[src/rtl/router_output_port.sv]
// router_output_port: per-port packet FIFO feeding a 4-byte MSB-first serializer onto the byte link.
module router_output_port #(
  parameter int DEPTH = 4
) (
  input  logic        clock,
  input  logic        reset_n,
  input  logic [31:0] pkt_in,
  input  logic        pkt_in_avail,
  output logic        ready_to_recv,
  input  logic        free_outbound,
  output logic        put_outbound,
  output logic [7:0]  payload_outbound,
  output logic [7:0]  drop_count
);
  localparam int AW = $clog2(DEPTH);
  typedef enum logic {IDLE, SEND} state_t;
  state_t state, next_state;
  logic [31:0] mem [DEPTH];
  logic [AW-1:0] head, tail;
  logic [AW:0] count;
  logic [31:0] shift_reg;
  logic [1:0] byte_idx;
  logic push, pop, drop;
  // Ready comes only from registered count, so a same-cycle pop never frees a full FIFO.
  assign ready_to_recv = count != (AW+1)'(DEPTH);
  assign push = pkt_in_avail && ready_to_recv;
  assign drop = pkt_in_avail && !ready_to_recv && drop_count != 8'hFF;
  always_comb begin
    next_state = state;
    pop = 1'b0;
    put_outbound = 1'b0;
    payload_outbound = 8'h00;
    if (state == IDLE) begin
      pop = count != '0 && free_outbound;
      next_state = pop ? SEND : IDLE;
    end else begin
      put_outbound = 1'b1;
      payload_outbound = shift_reg[31:24];
      next_state = byte_idx == 2'd3 ? IDLE : SEND;
    end
  end
  always_ff @(posedge clock or negedge reset_n)
    if (!reset_n) begin
      state <= IDLE;
      count <= '0;
      head <= '0;
      tail <= '0;
      shift_reg <= '0;
      byte_idx <= '0;
      drop_count <= '0;
    end else begin
      state <= next_state;
      count <= count + (AW+1)'(push) - (AW+1)'(pop);
      if (push) tail <= tail + AW'(1);
      if (pop) begin
        head <= head + AW'(1);
        shift_reg <= mem[head];
        byte_idx <= 2'd0;
      end else if (state == SEND) begin
        shift_reg <= shift_reg << 8;
        byte_idx <= byte_idx + 2'd1;
      end
      if (drop) drop_count <= drop_count + 8'd1;
    end
  always_ff @(posedge clock)
    if (push) mem[tail] <= pkt_in;
endmodule

[config.mk]
export PLATFORM = sky130hd
export DESIGN_NAME = router_output_port
export DESIGN_NICKNAME = d
export VERILOG_FILES = /design/src/rtl/router_output_port.sv
export SDC_FILE = /design/constraint.sdc
export NUM_CORES = 1
export LEC_CHECK = 0
export CELL_PAD_IN_SITES_DETAIL_PLACEMENT = 2
export CELL_PAD_IN_SITES_GLOBAL_PLACEMENT = 2
export CORE_MARGIN = 2
export CORE_UTILIZATION = 40
export CTS_CLUSTER_SIZE = 30
export DETAILED_ROUTE_END_ITERATION = 10
export PLACE_DENSITY = 0.72
export RECOVER_POWER = 100
export SLEW_MARGIN = 40
export SYNTH_ARGS = -nofsm -noshare
export SYNTH_HDL_FRONTEND = slang
export SYNTH_SLANG_ARGS = --single-unit
[constraint.sdc]
create_clock -name clock -period 2.05 [get_ports clock]
set_input_delay 0.205 -clock clock [delete_from_list [all_inputs] [get_ports clock]]
set_output_delay 0.205 -clock clock [all_outputs]
set_load 0.02 [all_outputs]
==> results by group, run 1 <==
Detailed routing
  – WL per Instance: 24.20 µm
  – Detailed Routing Iterations Pass 1: 4
  – DRT antenna net count: 0
  – Met3 routed WL: 421 µm
  – Final WL: 16330 µm
  – Vias per cell: 5.390
  – M1 WL: 7116 µm
  – Top sig layer: met4
  – DRC: 0
  – Drt initial violations: 278
  – Via count: 3638
  – WL met2: 8566 µm

Floorplanning
  – Num rows: 48
  – Ports: 54
  – Initial core utilization: 40.50%
  – Die W: 135.9 µm
  – Die Y: 135.9 µm
  – Die area: 18460 µm²
  – Core footprint: 17180 µm²

Synth
  – Top-area cell type share of the netlist area: 55.25%
  – Seq cells post-synth: 178
  – Cells after synthesis: 355
  – Dominant synthesized flop cell: edfxtp_1
  – Ys async rst share: 28.09%
  – Synth area leader: edfxtp_1
  – Area contributors post-synth: edfxtp_1 (55%), dfrtp_1 (18%), mux4_2 (9.4%)
  – Distinct cells, synth: 38
  – Syn_area_per_cell: 19.60 µm²
  – Sequential share of the synthesized area: 73.24%
  – Post-synth EDFFs: 128
  – Post-synthesis cell area: 6957 µm²
  – Ys Warns: 0
  – Syn Nets: 400

Timing
  – Worst Clk Skew: 0.009976 ns
  – Slew margin rel.: 21.57%
  – Setup WS post-layout: -0.07243 ns
  – Setup Viol. Count Final: 1
  – Max Clk Rate: 471.2 MHz
  – RSZ-0062 raised after global routing: true
  – Final Hold Fails: 0
  – Final Cycle Share: 103.5%
  – Final period demand of the worst path: 2.122 ns
  – Measured slew at the worst slew-check pin: 1.176 ns
  – Max-slew violation count: 0

Worst setup path
  – CP startpoint: count[0]
  – CP Class: reg -> reg
  – CP bufs+invs: 2
  – Crit path max fanout: 4
  – CP top delay family: adder cells
  – Crit path required time: 2.35 ns
  – Setup crit end kind: flip-flop
  – Crit path DAT: 2.42 ns
  – Slowest cell on crit path: dfrtp_1
  – Startpoint types: flip-flop
  – CP Cell Sequence: or3b_4 -> and2_4 -> inv_4 -> ha_4 -> inv_2 -> ha_4 -> fa_2 -> xor2_2 -> xnor2_1
  – Most Frequent Cell on Critical Path: ha_4
  – Worst r2r src: count[0]
  – Slowest stage delay, CP: 0.42 ns

Pwr
  – Sw Pwr: 3.741 mW
  – Pwr/cell area: 1417 nW/µm²
  – Clk pwr share: 26.0%
  – Worst VDD drop: 728.2 µV
  – Internal: 8.333 mW
  – Switching share of power: 30.98%
  – Logic gate share of total power: 30.4%
  – Sequential power share: 43.6%
  – LEAKAGE: 3.207 nW
  – Pwr Total: 12.07 mW

Layout
  – Antenna cells: 0
  – Finished Layout Cells: 675
  – Max reg flops: 128
  – Layout cells sized above 1: 23.33%
  – Layout Nets: 482
  – Area delta synth->final: 22.48%

Global routing
  – Largest net degree at the start of global routing: 39
  – Initial antenna violation count: 0
  – Number of global-route vias before repair: 4137
  – First-pass GRT wire length: 25230 µm
  – GR Util All Layers: 19.18%
  – Global route overflow: 0

Clock tree
  – Clk slew on worst S/H paths: 0.06 ns
  – H-tree levels: 4
  – Clock Path Buffers: 2
  – Sink Count: 178
  – Root Buffer: clkbuf_16
  – CTS tree: done
  – Skew-Pair Late Insertion Delay: 0.43 ns
  – Cts bufs inserted: 17

Worst hold path
  – Hold Crit Class: in -> reg
  – Min-Delay Startpoint: pkt_in[30]

Place
  – HPWL after detailed placement: 9641 µm
  – Port Buf Inserts: 53
  – DP Cell Count: 636
  – Placer Congestion: 0.7368

Run status
  – Failing checks: setup timing
  – Outcome: finished, violations left

Job
  – Max Cap Violations: 0
## metrics by stage
stage	setup slack [ns]	instance area (µm²)	hold slack, ns	TNS [ns]	utilization (%)
3_5_place_dp	-0.08136	7896	0.2093	-0.08136	45.97
6_report	-0.07243	8521	0.4834	-0.07243	49.61
2_1_floorplan	-0.09914	6997	-0.09059	-0.09914	-
4_1_cts	-0.05336	8532	0.2824	-0.05336	49.67
5_1_grt	-0.1329	8521	0.4875	-1.010	49.61
3_3_place_gp	0.008109	7896	0.2028	0	45.97
## cells by family (layout without fill, tap and decap cells)
kind of cell / after synthesis / count (layout) / share of synthesized area, %
DFF: 178 / 178 / 73.24
and+or+nand+nor: 54 / 54 / 4.982
AOI/OAI and AO/OA: 41 / 41 / 5.360
muxes: 38 / 38 / 11.49
buffers and inverters: 27 / 122 / 2.194
adders and majority gates: 9 / 9 / 1.727
xor gates and xnor gates: 8 / 8 / 1.007
## placed cells by master (no fill, tap or decap), drive strengths merged, types with 3 or more instances in the layout
cell type / n
edfxtp: 128
dfrtp: 50
and2: 34
dlygate4sd3: 33
mux4: 32
buf: 26
clkbuf: 26
a221o: 24
clkdlybuf4s50: 11
a22o: 9
ha: 8
inv: 8
clkinvlp: 7
dlymetal6s2s: 7
and3: 6
mux2: 6
xnor2: 5
nand4: 3
xor2: 3
## repair_timing
item | 4_1_cts | 5_1_grt
pin swaps | 3 | 0
hold buffers | 1 | 0
gates resized for setup | 9 | 8
endpoints found under the setup margin | 11 | 9
setup buffers | 5 | 1
hold endpoints to repair | 16 | 0
## power by group through the flow
stage               Clock, mW  Sequential, mW  Combinational (mW)
global route             3.35            5.36                3.99
global placement            0            5.23                3.47
CTS                      3.20            5.28                3.78
detailed placement          0            5.33                3.63
floorplan                   0            5.20                2.35
finish                   3.13            5.27                3.67
## routing by layer
metal  vias up  track usage [%]
met2        67            32.88
met5         -                0
met4         0            6.424
met3        18            3.356
met1      1967            24.89
li1       1586                -
## worst paths after layout
path                                      end  slack, ns  cells past startpoint
worst max-delay path                 count[2]      -0.07                      9
worst min-delay path               mem[0][30]       0.48                      1
worst max register to register       count[2]      -0.07                      9
worst min register to register   shift_reg[7]       0.50                      1
max in group asynchronous               state       0.34                      3
min in group asynchronous       shift_reg[16]       0.53                      2
## cell type report
type,instances,area (µm²)
clock inverters,11,105.1
well taps,225,281.5
fillers,1560,8656
flip-flops and latches,178,5097
multi-input cells,150,1752
clock buffers,21,460.4
repair buffers,83,795.8
inverters,7,28.78
## worst reg2reg max path, delay by kind of cell, from the launching register on
kind | cells | cell delay [ns]
simple gates | 2 | 0.58
fa+ha+maj | 3 | 0.62
xor+xnor | 2 | 0.29
buf+inv | 2 | 0.09
flops | 1 | 0.42
## cells in the mapped netlist (all sizes together) (2+ instances only)
master,count
edfxtp,128
dfrtp,50
and2,34
mux4,32
a221o,24
buf,14
a22o,9
ha,8
inv,7
and3,6
clkbuf,6
mux2,6
xnor2,5
nand4,3
xor2,3
a21oi,2
nand3,2
o211ai,2
o21ai,2
Power figures use the tool's default switching activity.
==> run 2: changes to the inputs <==
CTS_CLUSTER_SIZE = not set   (was 30)
RECOVER_POWER = not set   (was 100)
==> run 2 against run 1 <==
- the run still ends with setup timing left
- design area increased by 0.37%
- critical endpoint unchanged
- largest power group unchanged
- core utilization increased by 0.18 points
- largest cell class unchanged
- setup slack barely moved
- fmax about the same
==> results by group, run 2 (synthesis results as in run 1) <==
Worst setup path
  – Setup crit end kind: flip-flop
  – CP Cell Sequence: or3b_4 -> and2_4 -> inv_4 -> ha_4 -> inv_2 -> ha_4 -> fa_2 -> xor2_2 -> xnor2_1
  – Slowest cell on crit path: dfrtp_1
  – Worst r2r src: count[0]
  – Crit path required time: 2.35 ns
  – Startpoint types: flip-flop
  – Most Frequent Cell on Critical Path: ha_4
  – Crit path max fanout: 4
  – CP startpoint: count[0]
  – Crit path DAT: 2.42 ns
  – CP Class: reg -> reg
  – Slowest stage delay, CP: 0.42 ns

Clock tree
  – H-tree levels: 4
  – Sink Count: 178
  – Clock Path Buffers: 2
  – CTS tree: done
  – Skew-Pair Late Insertion Delay: 0.43 ns
  – Root Buffer: clkbuf_16
  – Cts bufs inserted: 17
  – Clk slew on worst S/H paths: 0.07 ns

Place
  – Port Buf Inserts: 53
  – Worst slack at placement: -0.08136 ns
  – Placed inst area: 7896 µm²
  – Placer Congestion: 0.7368
  – HPWL after detailed placement: 9641 µm

Timing
  – Final Hold Fails: 0
  – Setup WS post-layout: -0.07250 ns
  – RSZ-0062 raised after global routing: true
  – Final Cycle Share: 103.5%
  – Final period demand of the worst path: 2.123 ns
  – Max Clk Rate: 471.1 MHz
  – Setup Viol. Count Final: 1
  – Worst hold slack: 0.2877 ns
  – Worst Clk Skew: 0.008984 ns
  – Measured slew at the worst slew-check pin: 0.5297 ns
  – Slew margin rel.: 64.69%
  – Max-slew violation count: 0

Pwr
  – LEAKAGE: 3.212 nW
  – Pwr/cell area: 1416 nW/µm²
  – Worst VDD drop: 725.8 µV
  – Pwr Total: 12.11 mW

Floorplanning
  – Die W: 135.9 µm
  – Num rows: 48
  – Initial core utilization: 40.50%
  – Core footprint: 17180 µm²
  – Ports: 54
  – Die area: 18460 µm²
  – Die Y: 135.9 µm

Detailed routing
  – DRT antenna net count: 0
  – Drt initial violations: 263
  – Detailed Routing Iterations Pass 1: 4
  – Vias per cell: 5.372
  – DRC: 0
  – Final WL: 16350 µm
  – WL per Instance: 24.22 µm
  – Via count: 3626

Global routing
  – Global route overflow: 0
  – GR Util All Layers: 19.18%
  – Busiest grt layer: met2
  – Number of global-route vias before repair: 4137
  – Met2 Resource Use GR: 32.88%
  – Initial antenna violation count: 0
  – First-pass GRT wire length: 25230 µm
  – M1 GR Usage: 24.89%
  – Met3 GRT Util: 3.356%
  – Largest net degree at the start of global routing: 39

Layout
  – Area delta synth->final: 22.93%
  – Layout cells sized above 1: 23.56%
  – Most common cell after layout, fill and taps aside: edfxtp_1
  – Commonest non-fill, non-tap cells in the layout: edfxtp_1 (128), dfrtp_1 (48), clkdlybuf4s50_1 (43)
  – Reg area: 5097 µm²
  – Max reg flops: 128
  – Finished Cell Area: 8552 µm²
  – Antenna cells: 0
  – Filler instances: 1559
  – Area of the multi-input gates: 1752 µm²
  – Layout Nets: 482

Worst hold path
  – Hold Crit Class: in -> async

Run status
  – Failing checks: setup timing
  – Outcome: finished, violations left

Job
  – Max Cap Violations: 0
==> run 2: cell types whose count changed in the layout (fill, tap and decap cells not counted), moves of 2 or more <==
| cell | change |
|---|---|
| buf_12 | +2 |
| clkbuf_2 | -2 |
| clkdlybuf4s50_1 | +32 |
| dlygate4sd3_1 | -32 |
==> run 2: cell type report <==
type                            instances  share of cell area [%]
Clock buffer                           21                   5.384
Clock inverter                         11                   1.229
Inverter                                7                  0.3365
Multi-Input combinational cell        150                   20.48
Sequential cell                       178                   59.61
Tap cell                              225                   3.292
Timing Repair Buffer                   83                   9.671
==> run 2: worst paths after layout <==
kind,slack [ns],cells past startpoint,endpoint
setup / recovery,-0.07,9,count[2]
hold / removal,0.29,2,shift_reg[16]
setup reg to reg,-0.07,9,count[2]
hold reg to reg,0.50,1,shift_reg[7]
max in group asynchronous,1.15,3,head[0]
min in group clock,0.41,1,mem[0][30]
==> run 2: routing by layer <==
metal  vias up  wire length, µm
li1       1588                -
met1      1954             7074
met2        69             8598
met3        15              474
met4         0              199
met5         -                0
==> run 2: timing repair <==
action                     in CTS  in global routing
setup endpoints to repair      11                  9
hold buffers                    1                  0
hold endpoints to repair       16                  0
pin swaps                       3                  0
gates resized for setup         9                  8
buffers inserted                5                  1
==> run 2: critical path, delay by kind of cell (launching register included) <==
kind | cells | cell delay [ns]
xor+xnor | 2 | 0.29
buf+inv | 2 | 0.09
flops | 1 | 0.42
fa+ha+maj | 3 | 0.62
simple gates | 2 | 0.58
==> run 2: per-stage QoR <==
step	setup TNS [ns]	instances	util, %
finish	-0.07250	675	49.79
global route	-0.1329	675	49.79
CTS	-0.05336	674	49.67
detailed placement	-0.08136	636	45.97
global placement	0	636	45.97
floorplan	-0.09914	355	-
==> run 2: report_power, final <==
group	switching [mW]	internal [mW]	leakage, nW
combinational	1.89	1.81	1.14
clock	1.39	1.74	0.254
sequential	0.451	4.82	1.82
